===== config.mk =====
export PLATFORM = sky130hd
export DESIGN_NAME = mm_job_arbiter
export DESIGN_NICKNAME = d
export VERILOG_FILES = /design/src/rtl/mm_job_arbiter.sv
export SDC_FILE = /design/constraint.sdc
export NUM_CORES = 1
export LEC_CHECK = 0
export BUFFER_PORTS_ARGS = -buffer_cell sky130_fd_sc_hd__buf_4
export CORE_MARGIN = 2
export CORE_UTILIZATION = 55
export DETAILED_ROUTE_END_ITERATION = 7
export GPL_ROUTABILITY_DRIVEN = 0
export PLACE_DENSITY = 0.73
export SLEW_MARGIN = 40
export SYNTH_ARGS = -nofsm -noshare
export SYNTH_HDL_FRONTEND = slang
export SYNTH_SLANG_ARGS = --single-unit

===== constraint.sdc =====
create_clock -name clk -period 3.35 [get_ports clk]
set_clock_uncertainty 0.15 [all_clocks]
set_input_delay 0.335 -clock clk [delete_from_list [all_inputs] [get_ports clk]]
set_output_delay 0.335 -clock clk [all_outputs]
set_load 0.005 [all_outputs]

===== src/rtl/mm_job_arbiter.sv =====
// Round-robin front end sharing one serial 3x3 matrix multiplier between two
// requesters: buffers 18 operand bytes, replays them, returns 9 results.
module mm_job_arbiter #(
   parameter int DATA_W       = 8,
   parameter int RES_W        = 16,
   parameter int DONE_TIMEOUT = 64
) (
   input  logic              clk,
   input  logic              reset,
   input  logic [1:0]        req_valid,
   input  logic [DATA_W-1:0] req_data0,
   input  logic [DATA_W-1:0] req_data1,
   output logic [1:0]        req_ready,
   output logic              res_valid,
   output logic [RES_W-1:0]  res_data,
   output logic              res_id,
   output logic              res_last,
   input  logic              res_ready,
   output logic              mm_start,
   output logic [DATA_W-1:0] mm_in,
   input  logic [RES_W-1:0]  mm_o,
   input  logic              mm_done,
   output logic              busy,
   output logic              err_timeout
);

   localparam logic [2:0] S_IDLE  = 3'd0;
   localparam logic [2:0] S_LOAD  = 3'd1;
   localparam logic [2:0] S_ISSUE = 3'd2;
   localparam logic [2:0] S_WAIT  = 3'd3;
   localparam logic [2:0] S_CAPT  = 3'd4;
   localparam logic [2:0] S_DRAIN = 3'd5;

   localparam int TW = $clog2(DONE_TIMEOUT + 1);
   localparam logic [TW-1:0] TO_LAST = TW'(DONE_TIMEOUT - 1);

   logic [2:0]        r_state;
   logic              r_g;
   logic              r_last;
   logic [4:0]        r_ld_cnt;
   logic [4:0]        r_cnt;
   logic [TW-1:0]     r_to;
   logic [1:0]        r_req_ready;
   logic              r_res_valid;
   logic [RES_W-1:0]  r_res_data;
   logic              r_res_id;
   logic              r_res_last;
   logic              r_mm_start;
   logic [DATA_W-1:0] r_mm_in;
   logic              r_busy;
   logic              r_err;

   logic [DATA_W-1:0] r_op_buf  [0:17];
   logic [RES_W-1:0]  r_res_buf [0:8];

   logic [DATA_W-1:0] w_data;
   logic              w_ld_acc;
   logic              w_grant;
   logic              w_cap;
   logic              w_acc;

   assign w_data   = r_g ? req_data1 : req_data0;
   assign w_ld_acc = (r_state == S_LOAD) & req_valid[r_g]
                   & r_req_ready[r_g];
   // on a tie the requester not served last wins
   assign w_grant  = (req_valid == 2'b11) ? ~r_last : req_valid[1];
   assign w_cap    = ((r_state == S_WAIT) & mm_done)
                   | (r_state == S_CAPT);
   assign w_acc    = r_res_valid & res_ready;

   assign req_ready   = r_req_ready;
   assign res_valid   = r_res_valid;
   assign res_data    = r_res_data;
   assign res_id      = r_res_id;
   assign res_last    = r_res_last;
   assign mm_start    = r_mm_start;
   assign mm_in       = r_mm_in;
   assign busy        = r_busy;
   assign err_timeout = r_err;

   always_ff @(posedge clk) begin
      if (w_ld_acc)
         r_op_buf[r_ld_cnt] <= w_data;
      if (w_cap)
         r_res_buf[r_cnt[3:0]] <= mm_o;
   end

   always_ff @(posedge clk or posedge reset) begin
      if (reset) begin
         r_state     <= S_IDLE;
         r_g         <= 1'b0;
         r_last      <= 1'b1;
         r_ld_cnt    <= '0;
         r_cnt       <= '0;
         r_to        <= '0;
         r_req_ready <= '0;
         r_res_valid <= 1'b0;
         r_res_data  <= '0;
         r_res_id    <= 1'b0;
         r_res_last  <= 1'b0;
         r_mm_start  <= 1'b0;
         r_mm_in     <= '0;
         r_busy      <= 1'b0;
         r_err       <= 1'b0;
      end else begin
         r_err <= 1'b0;
         case (r_state)
            S_IDLE: begin
               if (|req_valid) begin
                  r_g         <= w_grant;
                  r_req_ready <= w_grant ? 2'b10 : 2'b01;
                  r_ld_cnt    <= '0;
                  r_busy      <= 1'b1;
                  r_state     <= S_LOAD;
               end
            end
            S_LOAD: begin
               if (w_ld_acc) begin
                  if (r_ld_cnt == 5'd17) begin
                     r_req_ready <= '0;
                     r_cnt       <= '0;
                     r_mm_start  <= 1'b1;
                     r_mm_in     <= r_op_buf[0];
                     r_state     <= S_ISSUE;
                  end else begin
                     r_ld_cnt <= r_ld_cnt + 5'd1;
                  end
               end
            end
            S_ISSUE: begin
               if (r_cnt == 5'd17) begin
                  r_mm_start <= 1'b0;
                  r_mm_in    <= '0;
                  r_cnt      <= '0;
                  r_to       <= '0;
                  r_state    <= S_WAIT;
               end else begin
                  r_cnt   <= r_cnt + 5'd1;
                  r_mm_in <= r_op_buf[r_cnt + 5'd1];
               end
            end
            S_WAIT: begin
               if (mm_done) begin
                  r_cnt   <= 5'd1;
                  r_state <= S_CAPT;
               end else if (r_to == TO_LAST) begin
                  r_err   <= 1'b1;
                  r_last  <= r_g;
                  r_busy  <= 1'b0;
                  r_state <= S_IDLE;
               end else begin
                  r_to <= r_to + 1'b1;
               end
            end
            S_CAPT: begin
               if (r_cnt == 5'd8) begin
                  r_cnt       <= '0;
                  r_res_valid <= 1'b1;
                  r_res_data  <= r_res_buf[0];
                  r_res_id    <= r_g;
                  r_res_last  <= 1'b0;
                  r_state     <= S_DRAIN;
               end else begin
                  r_cnt <= r_cnt + 5'd1;
               end
            end
            S_DRAIN: begin
               if (w_acc) begin
                  if (r_cnt == 5'd8) begin
                     r_res_valid <= 1'b0;
                     r_res_last  <= 1'b0;
                     r_res_data  <= '0;
                     r_last      <= r_g;
                     r_busy      <= 1'b0;
                     r_state     <= S_IDLE;
                  end else begin
                     r_cnt      <= r_cnt + 5'd1;
                     r_res_data <= r_res_buf[r_cnt[3:0] + 4'd1];
                     r_res_last <= (r_cnt == 5'd7);
                  end
               end
            end
            default: r_state <= S_IDLE;
         endcase
      end
   end

endmodule


Word-level counts from Yosys, hierarchy flattened

Memories as Yosys holds them, arrays and structs flattened.
Index checks and enable logic that the tools add are counted.

Add/sub/neg operators: 4
Magnitude comparators: 1
Eq/ne operators: 25
Muxes and demuxes: 72
Bitwise gates (word level): 6
Reduce and logical (&&, ||, !) cells: 22

Operator list:

| cell                | count |
|---|---|
| $mux 5              | 10 |
| $mux 16             | 3 |
| $mux 8              | 4 |
| $pmux 16 s2         | 1 |
| $mux 1              | 27 |
| $mux 3              | 9 |
| $pmux 5 s5          | 1 |
| $mux 7              | 3 |
| $ne 2x2->1 const B  | 10 |
| $reduce_and 4->1    | 5 |
| $pmux 3 s6          | 1 |
| $pmux 8 s2          | 1 |
| $pmux 7 s2          | 1 |
| $reduce_and 6->1    | 2 |
| $add 5x1->5 const B | 2 |
| $eq 5x5->1 const B  | 2 |
| $pmux 5 s2          | 1 |
| $reduce_bool 2->1   | 5 |
| $mux 2              | 4 |
| $pmux 1 s2          | 4 |
| $reduce_and 8->1    | 1 |
| $add 7x1->7 const B | 1 |
| $eq 7x6->1 const B  | 1 |
| $eq 3x2->1 const B  | 2 |
| other kinds (21)    | 29 |

Register bits: 54
Memory bits (writable): 288
Bits of input ports: 38
Output and inout port bits: 32
Word-level logic and storage cells: 147
Memories kept: 2

Memories:

| memory    | words | width | rd ports | clocked after Yosys merged registers in | wr ports | line | source |
|---|---|---|---|---|---|---|---|
| r_op_buf  | 18    | 8     | 2        | 0                                       | 1        | 53   | `logic [DATA_W-1:0] r_op_buf [0:17];` |
| r_res_buf | 9     | 16    | 2        | 0                                       | 1        | 54   | `logic [RES_W-1:0] r_res_buf [0:8];` |

Longest topological paths before layout

Gate-level depths: netlist (run 1).

Depth after elaboration: 6
Gate-level depth with buffers: 11
Depth with buffers taken out: 8

Least setup slack after synthesis (run 1)

OpenSTA, ideal clock, no wires.

Path type: reg2reg
Start point: register r_cnt[0]
End point: memory r_res_buf[8][0], enable pin
Library setup time: 0.413 ns
Data arrival time: 2.442 ns
Data required time: 2.787 ns
Setup slack: 0.345 ns
Stages on the path, launching flop included: 7
Clock period less this slack: 3.005 ns
Path through: dfrtp_1 -> buf_4 -> buf_4 -> clkinv_1 -> ha_1 -> nand2_1 -> nor3b_1

RTL lines:

| item                     | line | source |
|---|---|---|
| start: declaration       | 41   | `logic [4:0] r_cnt;` |
| start signal: assignment | 138  | `r_cnt <= r_cnt + 5'd1;` |
| start signal: assignment | 164  | `r_cnt <= r_cnt + 5'd1;` |
| start signal: assignment | 177  | `r_cnt <= r_cnt + 5'd1;` |
| end: declaration         | 54   |  |

No word-level cell before the write port.

Worst setup path in the final report (run 1)

Start point: register r_cnt[1]
End point: register r_cnt[0]

Word-level cells in the longest chain between the ends: 3

RTL lines:

| item                                                  | line          | source |
|---|---|---|
| $eq 5x4->1 / $eq 5x5->1 (equally long branches)       | 156, 169, 131 |  |
| $mux 5, or another cell as far along                  | 156           | `if (r_cnt == 5'd8) begin` |
| $pmux 5 s5 / $reduce_and 6->1 (equally long branches) | --            |  |

Several ways; a longest one is shown, not always the timed one.
A chain may end at the register's enable or synchronous reset.

==> impl_metrics.yaml, run 1 <==
global_routing:
  grt_overflow: 0
  grt_use_total_pct: 22.2
  grt_max_degree: 35
  grt_pass1_wl_um: 45300
  first_global_vias: 7924
  antenna_found_initial: 0
timing:
  maxSlewViolCount: 0
  max_slew.worst_pin.slew_ns: 0.738
  post-route-min-period_ns: 2.74
  setup_viol: 0
  finalHoldViolations: 0
  timing.slew.headroom_pct: 50.4
  fmax_mhz: 365
  setup_tns_ns: 0
  fin_crit_sh_pct: 81.8
  rsz0062_at_grt: "false"
worst_setup_path:
  critical_path_arrival_ns: 2.96
  critPathLaunchType: "flip-flop"
  cp_max_fo: 7
  crit_chain: "inv_1 > ha_1 > nand4bb_1 > nand3_1 > a21boi_1 > o31a_1 > o21ai_0"
  crit_type: "flip-flop to flip-flop"
  slowest_delay_ns: 0.56
  cp.required_ns: 3.57
  critPathCaptureType: "flip-flop"
  slowest_stage: "a21boi_1"
detailed_routing:
  routed-via-count: 8002
  post-route-drc-count: 0
  drt_iter0_drc: 795
  ant_nets: 0
  firstDrtPassIters: 8
  avgViaCountPerCell: 5.96
  post_drt_wl_per_cell_um: 21.8
  drt_wl_total_um: 29200
synthesis:
  synthArstFlopShare_pct: 15.8
  yosysTopAreaCellShare_pct: 61.3
  synth_fp_nets: 899
  synth-edff-count: 288
  synth_cell_types: 64
  syn_inst: 852
  mappedNetlistArea_um2: 14100
  netlist_top_cells_count: "edfxtp_1, nand2_1, mux4_2, nor2_1, dfrtp_1"
  synth.most_common_cell: "edfxtp_1"
  synth_top_area_cell: "edfxtp_1"
  synth-main-ff-cell: "edfxtp_1"
  ys_seq_elements: 342
  syn-mean-instance-area_um2: 16.6
  synthTopCellsByArea: "edfxtp_1, mux4_2, dfrtp_1"
  synth_warnings: 0
  synth-seq-area-share_pct: 70.9
die:
  die_y_um: 164
  initial_core_util_pct: 56.0
  die-area_um2: 27000
  core_um2: 25200
  dieWidth_um: 164
  rows: 58
  top_level_ports: 70
power_and_ir_drop:
  powerDensity_nw_per_um2: 594
  p_leak_nw: 5.80
  ir_drop_v: 0.000499
finish:
  nNetsFinal: 1030
  design_area_um2: 16700
  n_antenna_cell: 0
  multi_input_area_um2: 3940
  fillers: 1698
  area_growth_pct: 18.2
  regArea_um2: 10000
  layout-drive-gt1-share_pct: 27.4
clock_tree:
  ctsResizeCount: 0
  clkLatencyLatePin_ns: 0.50
  clkSlewWorstSetupHoldPaths_ns: 0.06
  cts_setup_buffers: 0
  cts.sinks: 342
  cts_buffer_depth: 3
  htreeDepth: 2
  cts-root-buf: "clkbuf_16"
  cts_tree: "built"
  numCtsBuffers: 37
min_path:
  hp-class: "input pin to flip-flop"
status:
  status: "finished clean"
placed_design:
  dpl.hpwl_um: 18300
  io_buffers: 69
  place_area_um2: 15200
job:
  drv_cap: 0
## what timing repair did
action                                  4_1_cts  5_1_grt
hold endpoints to repair                    168        0
endpoints found under the setup margin        0        0
hold buffers                                 20        0
## worst paths after layout
check	from	to	slack, ns	depth (start not counted)
worst min register to register	busy	busy	0.35	1
worst min-delay path	req_valid[0]	r_g	0.01	4
worst max-delay path	r_cnt[1]	r_cnt[0]	0.61	7
min in group asynchronous	reset	r_to[2]	0.27	3
worst max register to register	r_cnt[1]	r_cnt[0]	0.61	7
max in group asynchronous	reset	r_last	2.02	4
## per-stage QoR
step | std cells | worst slack (ns) | util, % | power, W | hold slack, ns
floorplan | 852 | 0.345 | - | 0.00557 | 0.284
global placement | 1253 | 0.663 | 60.4 | 0.00590 | 0.254
detailed placement | 1254 | 0.622 | 60.5 | 0.00593 | 0.252
CTS | 1342 | 0.597 | 66.2 | 0.00996 | 0.00000194
global route | 1342 | 0.372 | 66.2 | 0.0102 | 0.0301
finish | 1342 | 0.610 | 66.2 | 0.00991 | 0.0150
## layout by cell type, fill, tap and decap left out, types with 18 or more instances in the layout
| master | netlist | layout |
|---|---|---|
| mux4_2 | 64 | 64 |
| dlygate4sd3_1 | 0 | 20 |
| o21ai_0 | 18 | 18 |
| dfrtp_1 | 53 | 52 |
| o211ai_1 | 19 | 19 |
| nor2_1 | 54 | 53 |
| a31oi_1 | 18 | 18 |
| buf_4 | 9 | 110 |
| nand2_1 | 100 | 100 |
| mux2_2 | 26 | 26 |
| edfxtp_1 | 288 | 288 |
| nand3_1 | 33 | 33 |
| clkbuf_16 | 0 | 39 |
## worst max-delay path: cells and delay by family, from the launching register on
| kind | cells | cell delay, ns |
|---|---|---|
| AND/OR/NAND/NOR | 2 | 0.72 |
| buffers and inverters | 1 | 0.15 |
| AO/OA/AOI/OAI | 3 | 0.91 |
| adder cells (fa/ha/maj) | 1 | 0.23 |
| flip-flops | 1 | 0.45 |
## cells by family (layout without fill, tap and decap cells)
logic type               Yosys count  count (layout)  share of synthesized area [%]
AO/OA/AOI/OAI                    104             104                           5.05
XOR/XNOR                           9               9                          0.612
adder cells (fa/ha/maj)            9               9                          0.798
buffers and inverters             48             208                           1.78
flip-flops                       342             342                           70.9
multiplexers                      93              93                           12.5
AND/OR/NAND/NOR                  247             247                           8.36
## report_power, final
part           internal [W]  total, W  switching (W)
sequential          0.00490   0.00503       0.000123
clock               0.00245   0.00404        0.00159
combinational      0.000341  0.000848       0.000507
total               0.00769   0.00991        0.00222
## state kept, by name, summed over array words and instances (netlist names)
register     flops
r_res_buf      144
r_cnt            5
req_ready        2
mm_start         1
err_timeout      1
r_g              1
r_ld_cnt         5
res_valid        1
r_op_buf       144
mm_in            8
res_last         1
busy             1
res_id           1
r_state          3
r_last           1
r_to             7
res_data        16
## metal layers
| metal | track usage [%] | wire [um] | vias up |
|---|---|---|---|
| met2 | 35.5 | 14300 | 298 |
| met3 | 3.54 | 2070 | 49 |
| met4 | 5.94 | 554 | 0 |
| met1 | 32.2 | 12300 | 4032 |
| li1 | - | - | 3623 |
| met5 | 0 | 0 | - |
## final cells by class
class | count | area share [%]
well taps | 330 | 2.48
repair buffers | 132 | 6.39
inverters | 8 | 0.180
multi-input cells | 462 | 23.6
flip-flops and latches | 342 | 60.0
clock buffers | 53 | 6.35
clock inverters | 15 | 1.01
(Power assumes the default switching activity.)
==> inputs of run 2 (changes only) <==
--- a/config.mk
+++ b/config.mk
@@ -5,12 +5,13 @@
 export SDC_FILE = /design/constraint.sdc
 export NUM_CORES = 1
 export LEC_CHECK = 0
+export ABC_AREA = 1
 export BUFFER_PORTS_ARGS = -buffer_cell sky130_fd_sc_hd__buf_4
 export CORE_MARGIN = 2
 export CORE_UTILIZATION = 55
 export DETAILED_ROUTE_END_ITERATION = 7
 export GPL_ROUTABILITY_DRIVEN = 0
-export PLACE_DENSITY = 0.73
+export PLACE_DENSITY = 0.75
 export SLEW_MARGIN = 40
 export SYNTH_ARGS = -nofsm -noshare
 export SYNTH_HDL_FRONTEND = slang
==> constraint.sdc (replaced) <==
create_clock -name clk -period 2.45 [get_ports clk]
set_clock_uncertainty 0.15 [all_clocks]
set_input_delay 0.245 -clock clk [delete_from_list [all_inputs] [get_ports clk]]
set_output_delay 0.245 -clock clk [all_outputs]
set_load 0.005 [all_outputs]
==> impl_metrics.yaml, run 2 <==
die:
  die_y_um: 167
  initial_core_util_pct: 56.0
  core_um2: 26100
  dieWidth_um: 167
  top_level_ports: 70
  die-area_um2: 27900
  rows: 59
power_and_ir_drop:
  swShare_pct: 35.6
  ir_drop_v: 0.000780
  internal-power_w: 0.0126
  comb_power_share_pct: 34.8
  p_seq_share_pct: 38.3
  p_leak_nw: 6.59
  clkPwrFrac_pct: 26.9
  powerDensity_nw_per_um2: 1130
  p_sw_w: 0.00695
timing:
  setup_viol: 0
  fmax_mhz: 442
  worst_slack_ns: 0.189
  timing.slew.headroom_pct: 51.5
  rsz0062_at_grt: "false"
  fin_crit_sh_pct: 92.3
  setup_tns_ns: 0
  max_slew.worst_pin.slew_ns: 0.726
  maxSlewViolCount: 0
  finalHoldViolations: 0
  post-route-min-period_ns: 2.26
worst_setup_path:
  crit_type: "flip-flop to flip-flop"
  critPathLaunchType: "flip-flop"
  regToRegEndpoint: "r_op_buf[1][2]"
  critPathCaptureType: "flip-flop"
  rrSetupSlack_ns: 0.19
  cp_max_fo: 5
  worstReg2RegStart: "r_state[1]"
  reg2reg_depth: 8
  cp.required_ns: 2.53
  setup.worst_path.start: "r_state[1]"
  critical_path_arrival_ns: 2.34
global_routing:
  grt_pass1_wl_um: 54000
  grt_max_degree: 86
  antenna_found_initial: 0
  grt_overflow: 0
  grt_use_total_pct: 24.7
  first_global_vias: 10366
finish:
  area_growth_pct: 17.9
  regArea_um2: 10000
  final_common_cell: "edfxtp_1"
  fillers: 1868
  nNetsFinal: 1508
  layout_common_cells: "edfxtp_1, nor2_1, nand2_1"
  multi_input_area_um2: 4030
  layout-drive-gt1-share_pct: 16.6
  n_antenna_cell: 0
synthesis:
  synth_compound_area_share_pct: 8.62
  synthTopCellsByArea: "edfxtp_1, dfrtp_1, nor2_1"
  synth_cell_types: 38
  synth.most_common_cell: "edfxtp_1"
  synth-edff-count: 288
  mappedNetlistArea_um2: 14600
  synthSimpleGateAreaFrac_pct: 17.6
  synth_fp_nets: 1380
  synth_top_area_cell: "edfxtp_1"
  synth_warnings: 0
  synth.area.mux_share_pct: 0
  synth_top_family_by_area: "simple AND/OR/NAND/NOR gates"
  synth-xor-area-share_pct: 0.240
  synth-seq-area-share_pct: 68.5
  syn_inst: 1333
  yosysTopAreaCellShare_pct: 59.3
  synth-main-ff-cell: "edfxtp_1"
  syn-mean-instance-area_um2: 10.9
  ys_seq_elements: 342
  synthArstFlopShare_pct: 15.8
  synth_fa_ha_area_share_pct: 0.772
  netlist_top_cells_count: "edfxtp_1, nor2_1, nand2_1, o21ai_0, nand3_1"
job:
  drv_cap: 0
status:
  status: "finished clean"
detailed_routing:
  avgViaCountPerCell: 5.70
  firstDrtPassIters: 6
  drt_iter0_drc: 1171
  routed-via-count: 10380
  drt_wl_total_um: 34400
  post_drt_wl_per_cell_um: 18.9
  ant_nets: 0
  post-route-drc-count: 0
clock_tree:
  cts_tree: "built"
  clkSlewWorstSetupHoldPaths_ns: 0.07
  htreeDepth: 2
  cts-root-buf: "clkbuf_16"
  cts_buffer_depth: 3
  cts.sinks: 342
  numCtsBuffers: 36
  cts_setup_buffers: 0
  clkLatencyLatePin_ns: 0.52
placed_design:
  dpl.hpwl_um: 21500
  pre_cts_ws_ns: 0.128
  io_buffers: 69
min_path:
  min_to: "busy"
  hp-class: "input pin to flip-flop"
  worstHoldStart: "res_ready"
  hold_depth: 6
==> run 2: cell types whose count changed after synthesis, moves of 14 or more <==
cell | previous run | this run
a21oi_1 | 14 | 37
clkbuf_1 | 8 | 22
inv_1 | 6 | 70
mux2_2 | 26 | 0
mux4_2 | 64 | 0
nand2_1 | 100 | 212
nand3_1 | 33 | 115
nor2_1 | 54 | 234
o21ai_0 | 18 | 135
==> run 2: final cells by class <==
cell class / count / share of cell area [%]
tap: 335 / 2.44
sequential: 342 / 58.1
inverter: 84 / 1.87
multi-input combinational: 845 / 23.4
clock buffer: 47 / 5.78
timing repair buffer: 152 / 7.54
clock inverter: 17 / 0.836
==> run 2: worst max-delay path by stage <==
| stage | to |
|---|---|
| after floorplan | r_res_buf[1][0] |
| after global placement | res_data[4] |
| after detailed placement | res_data[15] |
| after CTS | res_data[15] |
| after global routing | r_op_buf[1][3] |
| final | r_op_buf[1][2] |
==> run 2: cell families after synthesis <==
family,after synthesis
xor gates and xnor gates,4
adders and majority gates,9
AOI/OAI and AO/OA,226
and+or+nand+nor,606
buffers and inverters,146
DFF,342
==> run 2: critical path, stage by stage (launching register included) <==
cell and delay (ns):
dfrtp_1 0.43, inv_1 0.11, nand2_2 0.10, nor2_2 0.23, nand2_1 0.14, nor2_2 0.14, inv_1 0.12, nor2_1 0.32
buf_4 0.23
==> run 2: metrics by stage <==
stage / cells / util (%) / instance area, um^2 / total power [W] / hold slack [ns]
after floorplan: 1333 / - / 14600 / 0.0120 / 0.166
after global placement: 1737 / 60.8 / 15900 / 0.0140 / 0.230
after detailed placement: 1737 / 60.8 / 15900 / 0.0142 / 0.230
after CTS: 1822 / 66.0 / 17200 / 0.0195 / 0.0766
after global routing: 1822 / 66.0 / 17200 / 0.0207 / 0.107
final: 1822 / 66.0 / 17200 / 0.0195 / 0.0771
==> run 2: metal layers <==
layer / share of wire, % / up-vias / GRT usage, % / wire (um)
li1: - / 4873 / - / -
met1: 39 / 4940 / 32.6 / 13500
met2: 50 / 481 / 41.8 / 17100
met3: 7.7 / 86 / 3.28 / 2640
met4: 3.4 / 0 / 9.82 / 1160
met5: 0 / - / 0 / 0
==> run 2: power groups by stage <==
stage / combinational (W) / clock [W] / sequential (W)
after CTS: 0.00678 / 0.00529 / 0.00746
final: 0.00679 / 0.00525 / 0.00747
after global placement: 0.00647 / 0 / 0.00756
after detailed placement: 0.00668 / 0 / 0.00757
after floorplan: 0.00452 / 0 / 0.00746
after global routing: 0.00762 / 0.00552 / 0.00751
==> run 2: timing repair <==
action                     in CTS  in global routing
hold buffers                   21                  0
hold endpoints to repair      178                  0
setup endpoints to repair       0                 17
gates resized for setup         0                  2
